`src/rtl/seq_shifter.sv`:
```
// Multi-cycle barrel-less shifter: SLL/SRL/SRA/ROTL performed STEP bit positions per cycle.
// A three-state FSM (IDLE/SHIFT/DONE) sequences the operation and registers the result.
module seq_shifter #(
    parameter int DATA_WIDTH  = 32,
    parameter int SHAMT_WIDTH = 5,
    parameter int STEP        = 1
) (
    input  logic                   clk,
    input  logic                   rst_n,
    input  logic                   start,
    input  logic [1:0]             mode,
    input  logic [SHAMT_WIDTH-1:0] shamt,
    input  logic [DATA_WIDTH-1:0]  in,
    output logic                   busy,
    output logic                   done,
    output logic [DATA_WIDTH-1:0]  out
);

    typedef enum logic [1:0] {
        ST_IDLE  = 2'd0,
        ST_SHIFT = 2'd1,
        ST_DONE  = 2'd2
    } state_t;

    localparam logic [1:0] MODE_SLL  = 2'b00;
    localparam logic [1:0] MODE_SRL  = 2'b01;
    localparam logic [1:0] MODE_SRA  = 2'b10;
    localparam logic [1:0] MODE_ROTL = 2'b11;

    // One extra bit so STEP and DATA_WIDTH themselves are representable.
    localparam logic [SHAMT_WIDTH:0] STEP_W  = (SHAMT_WIDTH+1)'(STEP);
    localparam logic [SHAMT_WIDTH:0] WIDTH_W = (SHAMT_WIDTH+1)'(DATA_WIDTH);
    localparam logic [DATA_WIDTH-1:0] ALL_ONES = '1;

    state_t                  state;
    state_t                  next_state;
    logic [DATA_WIDTH-1:0]   work;
    logic [1:0]              mode_r;
    logic                    sign_r;
    logic [SHAMT_WIDTH:0]    remaining;
    logic [SHAMT_WIDTH:0]    k;
    logic [DATA_WIDTH-1:0]   shifted;

    always_ff @(posedge clk) begin
        if (!rst_n) begin
            state <= ST_IDLE;
        end else begin
            state <= next_state;
        end
    end

    always_comb begin
        next_state = state;
        case (state)
            ST_IDLE: begin
                if (start) begin
                    next_state = (shamt == '0) ? ST_DONE : ST_SHIFT;
                end
            end
            ST_SHIFT: begin
                if (remaining == k) begin
                    next_state = ST_DONE;
                end
            end
            ST_DONE:  next_state = ST_IDLE;
            default:  next_state = ST_IDLE;
        endcase
    end

    // Step size for this cycle is the smaller of what is left and STEP.
    always_comb begin
        k       = (remaining < STEP_W) ? remaining : STEP_W;
        shifted = work;
        case (mode_r)
            MODE_SLL:  shifted = work << k;
            MODE_SRL:  shifted = work >> k;
            MODE_SRA:  shifted = (work >> k) | (sign_r ? ~(ALL_ONES >> k) : '0);
            MODE_ROTL: shifted = (work << k) | (work >> (WIDTH_W - k));
            default:   shifted = work;
        endcase
    end

    always_ff @(posedge clk) begin
        if (!rst_n) begin
            work      <= '0;
            mode_r    <= '0;
            sign_r    <= 1'b0;
            remaining <= '0;
            out       <= '0;
        end else begin
            case (state)
                ST_IDLE: begin
                    if (start) begin
                        work      <= in;
                        mode_r    <= mode;
                        sign_r    <= in[DATA_WIDTH-1];
                        remaining <= {1'b0, shamt};
                        if (shamt == '0) begin
                            out <= in;
                        end
                    end
                end
                ST_SHIFT: begin
                    work      <= shifted;
                    remaining <= remaining - k;
                    if (remaining == k) begin
                        out <= shifted;
                    end
                end
                default: begin
                end
            endcase
        end
    end

    assign busy = (state != ST_IDLE);
    assign done = (state == ST_DONE);

endmodule

```
`config.mk`:
```
export PLATFORM = sky130hd
export DESIGN_NAME = seq_shifter
export DESIGN_NICKNAME = d
export VERILOG_FILES = /design/src/rtl/seq_shifter.sv
export SDC_FILE = /design/constraint.sdc
export NUM_CORES = 1
export LEC_CHECK = 0
export CAP_MARGIN = 20
export CORE_AREA = 2 2 120 64
export CTS_CLUSTER_SIZE = 40
export DETAILED_ROUTE_END_ITERATION = 8
export DIE_AREA = 0 0 122 66
export DONT_BUFFER_PORTS = 1
export PLACE_DENSITY = 0.92
export SETUP_SLACK_MARGIN = 0.05
export SLEW_MARGIN = 20
export SYNTH_ARGS = -nofsm -noshare
export SYNTH_HDL_FRONTEND = slang
export SYNTH_SLANG_ARGS = --single-unit
export TNS_END_PERCENT = 20
```
`constraint.sdc`:
```
create_clock -name clk -period 3.9 [get_ports clk]
set_clock_uncertainty 0.05 [all_clocks]
set_input_delay 0.78 -clock clk [delete_from_list [all_inputs] [get_ports clk]]
set_output_delay 0.78 -clock clk [all_outputs]
set_load 0.01 [all_outputs]
```
==> results of run 1 <==
sequential cells by signal (all words and copies together) (netlist names):
signal     cells
mode_r         2
sign_r         1
out           32
work          32
state          2
remaining      6
cells by family (layout without fill, tap and decap cells):
logic type      after synthesis  in the layout  share of synthesized area, %
xor+xnor                      1              1                        0.6208
compound gates              149            149                         29.23
mux                          37             37                         8.945
fa+ha+maj                     5              5                         1.411
simple gates                184            184                         18.79
buf+inv                      56             32                         6.969
other cells                   2              3                        0.1694
flops                        75             75                         33.86
final cells by class:
type	count	area share [%]
Multi-Input combinational cell	379	56.37
Tap cell	96	2.560
Timing Repair Buffer	9	1.440
Sequential cell	75	32.00
Clock inverter	4	1.547
Inverter	7	0.6133
Clock buffer	12	5.467
layout by cell type, fill, tap and decap left out, drive strengths merged, types with 3 or more instances in the layout:
| cell type | Yosys | layout |
|---|---|---|
| a211oi | 45 | 45 |
| a21oi | 25 | 25 |
| a221oi | 3 | 3 |
| a31oi | 3 | 3 |
| and3 | 3 | 3 |
| buf | 22 | 9 |
| clkbuf | 27 | 12 |
| clkinv | 1 | 3 |
| conb | 2 | 3 |
| dfxtp | 75 | 75 |
| ha | 5 | 5 |
| inv | 6 | 5 |
| mux2i | 34 | 34 |
| nand2 | 70 | 70 |
| nand2b | 5 | 5 |
| nand3 | 12 | 12 |
| nand3b | 3 | 3 |
| nor2 | 67 | 67 |
| nor2b | 5 | 5 |
| nor3 | 3 | 3 |
| nor4 | 5 | 5 |
| o211ai | 6 | 6 |
| o21ai | 19 | 19 |
| o221a | 24 | 24 |
| o22ai | 5 | 5 |
| or2 | 4 | 4 |
final timing paths:
| check | from | end | slack (ns) | depth (start not counted) |
|---|---|---|---|---|
| hold reg to reg | remaining[5] | remaining[5] | 0.44 | 2 |
| setup / recovery | remaining[1] | out[17] | 0.75 | 9 |
| hold / removal | remaining[5] | remaining[5] | 0.44 | 2 |
| setup reg to reg | remaining[1] | out[17] | 0.75 | 9 |
power by group through the flow:
| stage | clock, W | combinational [W] | sequential (W) |
|---|---|---|---|
| 2_1_floorplan | 0 | 0.000603 | 0.000936 |
| 3_3_place_gp | 0 | 0.000642 | 0.000982 |
| 3_5_place_dp | 0 | 0.000665 | 0.000987 |
| 4_1_cts | 0.000918 | 0.000673 | 0.000973 |
| 5_1_grt | 0.000944 | 0.000745 | 0.000990 |
| 6_report | 0.000915 | 0.000694 | 0.000980 |
metal layers:
layer,vias up,share of wire (%),track usage [%],wire length [µm]
li1,1809,-,-,-
met1,1887,43,44.15,5342
met2,268,40,43.02,4985
met3,34,15,12.76,1819
met4,2,2.0,11.21,246
met5,-,0.10,0,13
tightest hold or removal path, cell delays in order (launching register included):
cell     delay, ns
dfxtp_1       0.33
nand3_1       0.07
nor2_1        0.04
Yosys cell counts, drive strengths merged, types with 3 or more instances:
master | number | area [µm²]
mux2i | 34 | 340.3
inv | 6 | 22.52
nor3 | 3 | 15.01
or2 | 4 | 25.02
nor4 | 5 | 46.29
nand3b | 3 | 22.52
dfxtp | 75 | 1501
a21oi | 25 | 125.1
o22ai | 5 | 31.28
clkbuf | 27 | 102.6
a31oi | 3 | 18.77
nor2 | 67 | 251.5
and3 | 3 | 20.02
buf | 22 | 178.9
nand2b | 5 | 31.28
nand3 | 12 | 60.06
o221a | 24 | 349.1
a221oi | 3 | 26.28
o211ai | 6 | 45.04
nor2b | 5 | 31.28
o21ai | 19 | 110.1
nand2 | 70 | 270.3
ha | 5 | 62.56
a211oi | 45 | 427.9
per-stage QoR:
stage	hold slack, ns	total power [W]	std cells	setup slack (ns)	utilization (%)
global placement	0.4083	0.001624	566	0.9842	62.14
global route	0.4593	0.002679	582	0.5256	66.84
floorplan	0.3937	0.001538	510	1.341	-
finish	0.4352	0.002589	582	0.7496	66.84
CTS	0.4296	0.002564	582	0.8304	66.83
detailed placement	0.4224	0.001652	566	0.8430	62.14
==> results.tsv, run 1 <==
metric	value	unit
status	complete, no violations	
worst_pin_slew	0.9499	ns
syn_area_per_cell	8.712	µm²
synthCells	509	
ctsHoldBuffers	0	
htree_num_levels	3	
vdd_drop_max	0.0003058	V
finalMaxSlewViolations	0	
yosysSeqAreaShare	33.86	%
crit_family	simple AND/OR/NAND/NOR gates	
dr.pass1.iters	6	
cts_tree	yes	
hpwl	8.482	mm
grt.total_usage	31.45	%
clkTransAtPathRegs	0.06	ns
path_buf_inv	1	
syn_area	4434	µm²
cap_violations	0	
routedWlPerCell	21.32	µm
multi_input_area	2645	µm²
grt_max_degree	57	
max_freq	317.4	MHz
die_x	122	µm
p_int	0.001717	W
cts_setup_buffers	0	
fin_crit	3.150	ns
power.leakage	1.650	nW
fin_tns_setup	0	ns
endpoint_kind	flop	
drtAntennaViolNets	0	
nets	528	
via_count	4000	
ys_seq_elements	75	
gp_congestion	0.9578	
hold_violations	0	
power_switching	0.0008719	W
worst-setup-path-type	flop to flop	
clock_sinks	75	
power_frac_seq	37.9	%
grt_pass1_wl	19.08	mm
register_area	1501	µm²
pin_count	76	
ys_warn_count	0	
required	4.08	ns
cpPeakStageDelay	0.56	ns
wl	12.41	mm
synth_cell_types	63	
die_area	8052	µm²
clockBufferDepth	2	
layout_worst_path_cycle_share	80.78	%
core_region_area	7019	µm²
path_max_fanout	34	
drive_above_1_share	16.46	%
worstSetupStartpointType	flop	
dieHeight	66	µm
viasPerCell	6.873	
drcViolationCount	0	
setup_viol	0	
cts_resized	0	
pwr-share-clk	35.3	%
antenna_found_initial	1	
port_buffers	0	
synth-edff-count	0	
ys.flop_type	dfxtp_1	
dpl_cell_area	4362	µm²
first_iter_violations	494	
area_growth	5.813	%
fillerInstances	537	
grt_setup_unrepaired	no	
path_cells	nor4_4 -> nand2_4 -> nand2b_1 -> ha_1 -> nand3_1 -> o21ai_4 -> buf_4 -> nor2_1 -> a211oi_1	
grt_pass1_vias	3551	
ys_async_sr_fraction	0	%
powerDensity	551.7	nW/µm²
antenna_cells	0	
cts-root-buf	clkbuf_16	
crit_path_top_delay_cell	nor4_4	
switching_share	33.68	%
slew_headroom	36.44	%
hp-class	flop to flop	
power_frac_comb	26.8	%
rows	22	
grt-ovfl-total	0	
cp_data_arrival_time	3.33	ns
start_util	63.17	%
clock_latency	0.34	ns
cts_buffers	9	
fin_area	4692	µm²
(Power assumes the default switching activity.)
==> run 2, diff against run 1 <==
- CORE_AREA: 2 2 120 64 -> 2 2 121 64
- DIE_AREA: 0 0 122 66 -> 0 0 123 66
- PLACE_DENSITY: 0.92 -> 0.91
- clock period: 3.9 -> 2.97 ns (I/O delays scaled with it)
==> run 2 against run 1 <==
  * Utilization fell by 0.57 points
  * Worst hold slack lost 0.10 ns
  * Fmax up 16%
  * Die area up 0.82%
  * First-iteration DRC count increased by 25%
  * Cell area grew 0.32%
  * Worst setup slack worse by 0.50 ns
  * Critical endpoint is now out[0]
  * Largest power group unchanged
  * Highest routed layer is now met4
==> results.tsv, run 2 (synthesized netlist as in run 1, its figures left out) <==
metric	value	unit
status	complete, no violations	
hold_violations	0	
fin_tns_setup	0	ns
pwr-share-clk	30.9	%
grt_pass1_vias	3653	
pin_count	76	
r2r_slack	0.25	ns
antenna_found_initial	0	
worst_pin_slew	0.7642	ns
fin_crit	2.719	ns
layout_worst_path_cycle_share	91.55	%
first_iter_violations	619	
core_region_area	7102	µm²
worstHoldStart	rst_n	
max_freq	367.8	MHz
power.leakage	1.671	nW
drcViolationCount	0	
power_frac_comb	29.2	%
grt_pass1_wl	20.00	mm
drtAntennaViolNets	0	
dr.pass1.iters	6	
final_common_cell	dfxtp_1	
met3_usage	17.41	%
cts-root-buf	clkbuf_16	
grt_setup_unrepaired	no	
ctsHoldBuffers	0	
dpl_cell_area	4427	µm²
slew_headroom	48.83	%
path_max_fanout	9	
start_util	62.44	%
area_growth	6.151	%
fin_hold_ws	0.3320	ns
cap_violations	0	
power_frac_seq	39.9	%
hp-class	input port to flop	
die_x	123	µm
rows	22	
htree_num_levels	3	
worstSetupStartpointType	flop	
vdd_drop_max	0.0004926	V
cts_buffers	9	
antenna_cells	0	
grt.met1_usage	45.06	%
regToRegStartpoint	remaining[0]	
port_buffers	0	
clockBufferDepth	2	
gp_congestion	1.040	
nets	537	
switching_share	36.00	%
min_path_cells	2	
hpwl	9.093	mm
cts_tree	yes	
drive_above_1_share	17.81	%
grt.total_usage	33.21	%
clock_sinks	75	
setup_viol	0	
finalPower	0.003249	W
wl	13.03	mm
fin_ws	0.2510	ns
grt-ovfl-total	0	
via_count	4011	
top_usage_layer	met1	
viasPerCell	6.798	
reg2reg_depth	9	
fin_area	4707	µm²
grt_max_degree	41	
dp_worst_setup_slack	0.1769	ns
p_int	0.002080	W
powerDensity	690.3	nW/µm²
met2_usage	44.68	%
final_cell_mix	dfxtp_1 (75), nand2_1 (69), nor2_1 (65), mux2i_1 (34), a211oi_1 (27)	
required	3.13	ns
cp_data_arrival_time	2.87	ns
die_area	8118	µm²
crit_end	out[0]	
endpoint_kind	flop	
worst-setup-path-type	flop to flop	
startpoint	remaining[0]	
clock_latency	0.35	ns
finalMaxSlewViolations	0	
power_switching	0.001170	W
largest_registers	out: 32 flops, work: 32 flops, remaining: 6 flops	
clkTransAtPathRegs	0.06	ns
routedWlPerCell	22.08	µm
dieHeight	66	µm
r2r-end	out[0]	
[run 2: cell types whose count changed in the layout (fill, tap and decap cells not counted), sizes merged]
cell,previous run,this run
buf,9,18
inv,5,6
bufinv,2,0
clkinvlp,1,0
clkinv,3,4
[run 2: routing by layer]
layer  wire [µm]  part of all wire [%]
met5           0                     0
met1        5567                    43
met3        2099                    16
met4         218                   1.7
met2        5144                    39
[run 2: worst min path at each step]
stage                         to  slack, ns
detailed placement  remaining[5]       0.43
CTS                      work[5]       0.32
finish                   work[5]       0.33
global placement    remaining[5]       0.43
floorplan           remaining[5]       0.39
global route        remaining[3]       0.33
[run 2: cell type report]
| class | instances | area, µm² |
|---|---|---|
| Tap cell | 96 | 120.1 |
| Fill cell | 560 | 2395 |
| Inverter | 7 | 27.53 |
| Clock inverter | 3 | 15.01 |
| Multi-Input combinational cell | 379 | 2649 |
| Sequential cell | 75 | 1501 |
| Timing Repair Buffer | 18 | 147.6 |
| Clock buffer | 12 | 246.5 |
[run 2: worst max-delay path, stage by stage, from the launching register on]
cell and delay (ns):
dfxtp_1 0.38, nor4_4 0.37, buf_4 0.18, nand2_1 0.05, ha_1 0.45, mux4_2 0.48, nor4_1 0.20, o21ai_0 0.13
o2111ai_1 0.15, mux2i_1 0.13
[run 2: what timing repair did]
action | in CTS | in global routing
buffers inserted | 2 | 0
pin swaps | 1 | 0
endpoints found under the setup margin | 1 | 1
gates resized for setup | 0 | 2
[run 2: stage by stage]
stage / utilization (%) / std cells
detailed placement: 62.33 / 573
global placement: 62.33 / 573
finish: 66.28 / 590
global route: 66.28 / 590
CTS: 66.23 / 590
floorplan: - / 510
[run 2: power groups by stage]
stage,sequential (W),clock [W],combinational [W]
finish,0.00130,0.00100,0.000949
CTS,0.00128,0.00101,0.000920
detailed placement,0.00130,0,0.000903
floorplan,0.00123,0,0.000791
global placement,0.00130,0,0.000865
global route,0.00131,0.00103,0.00102
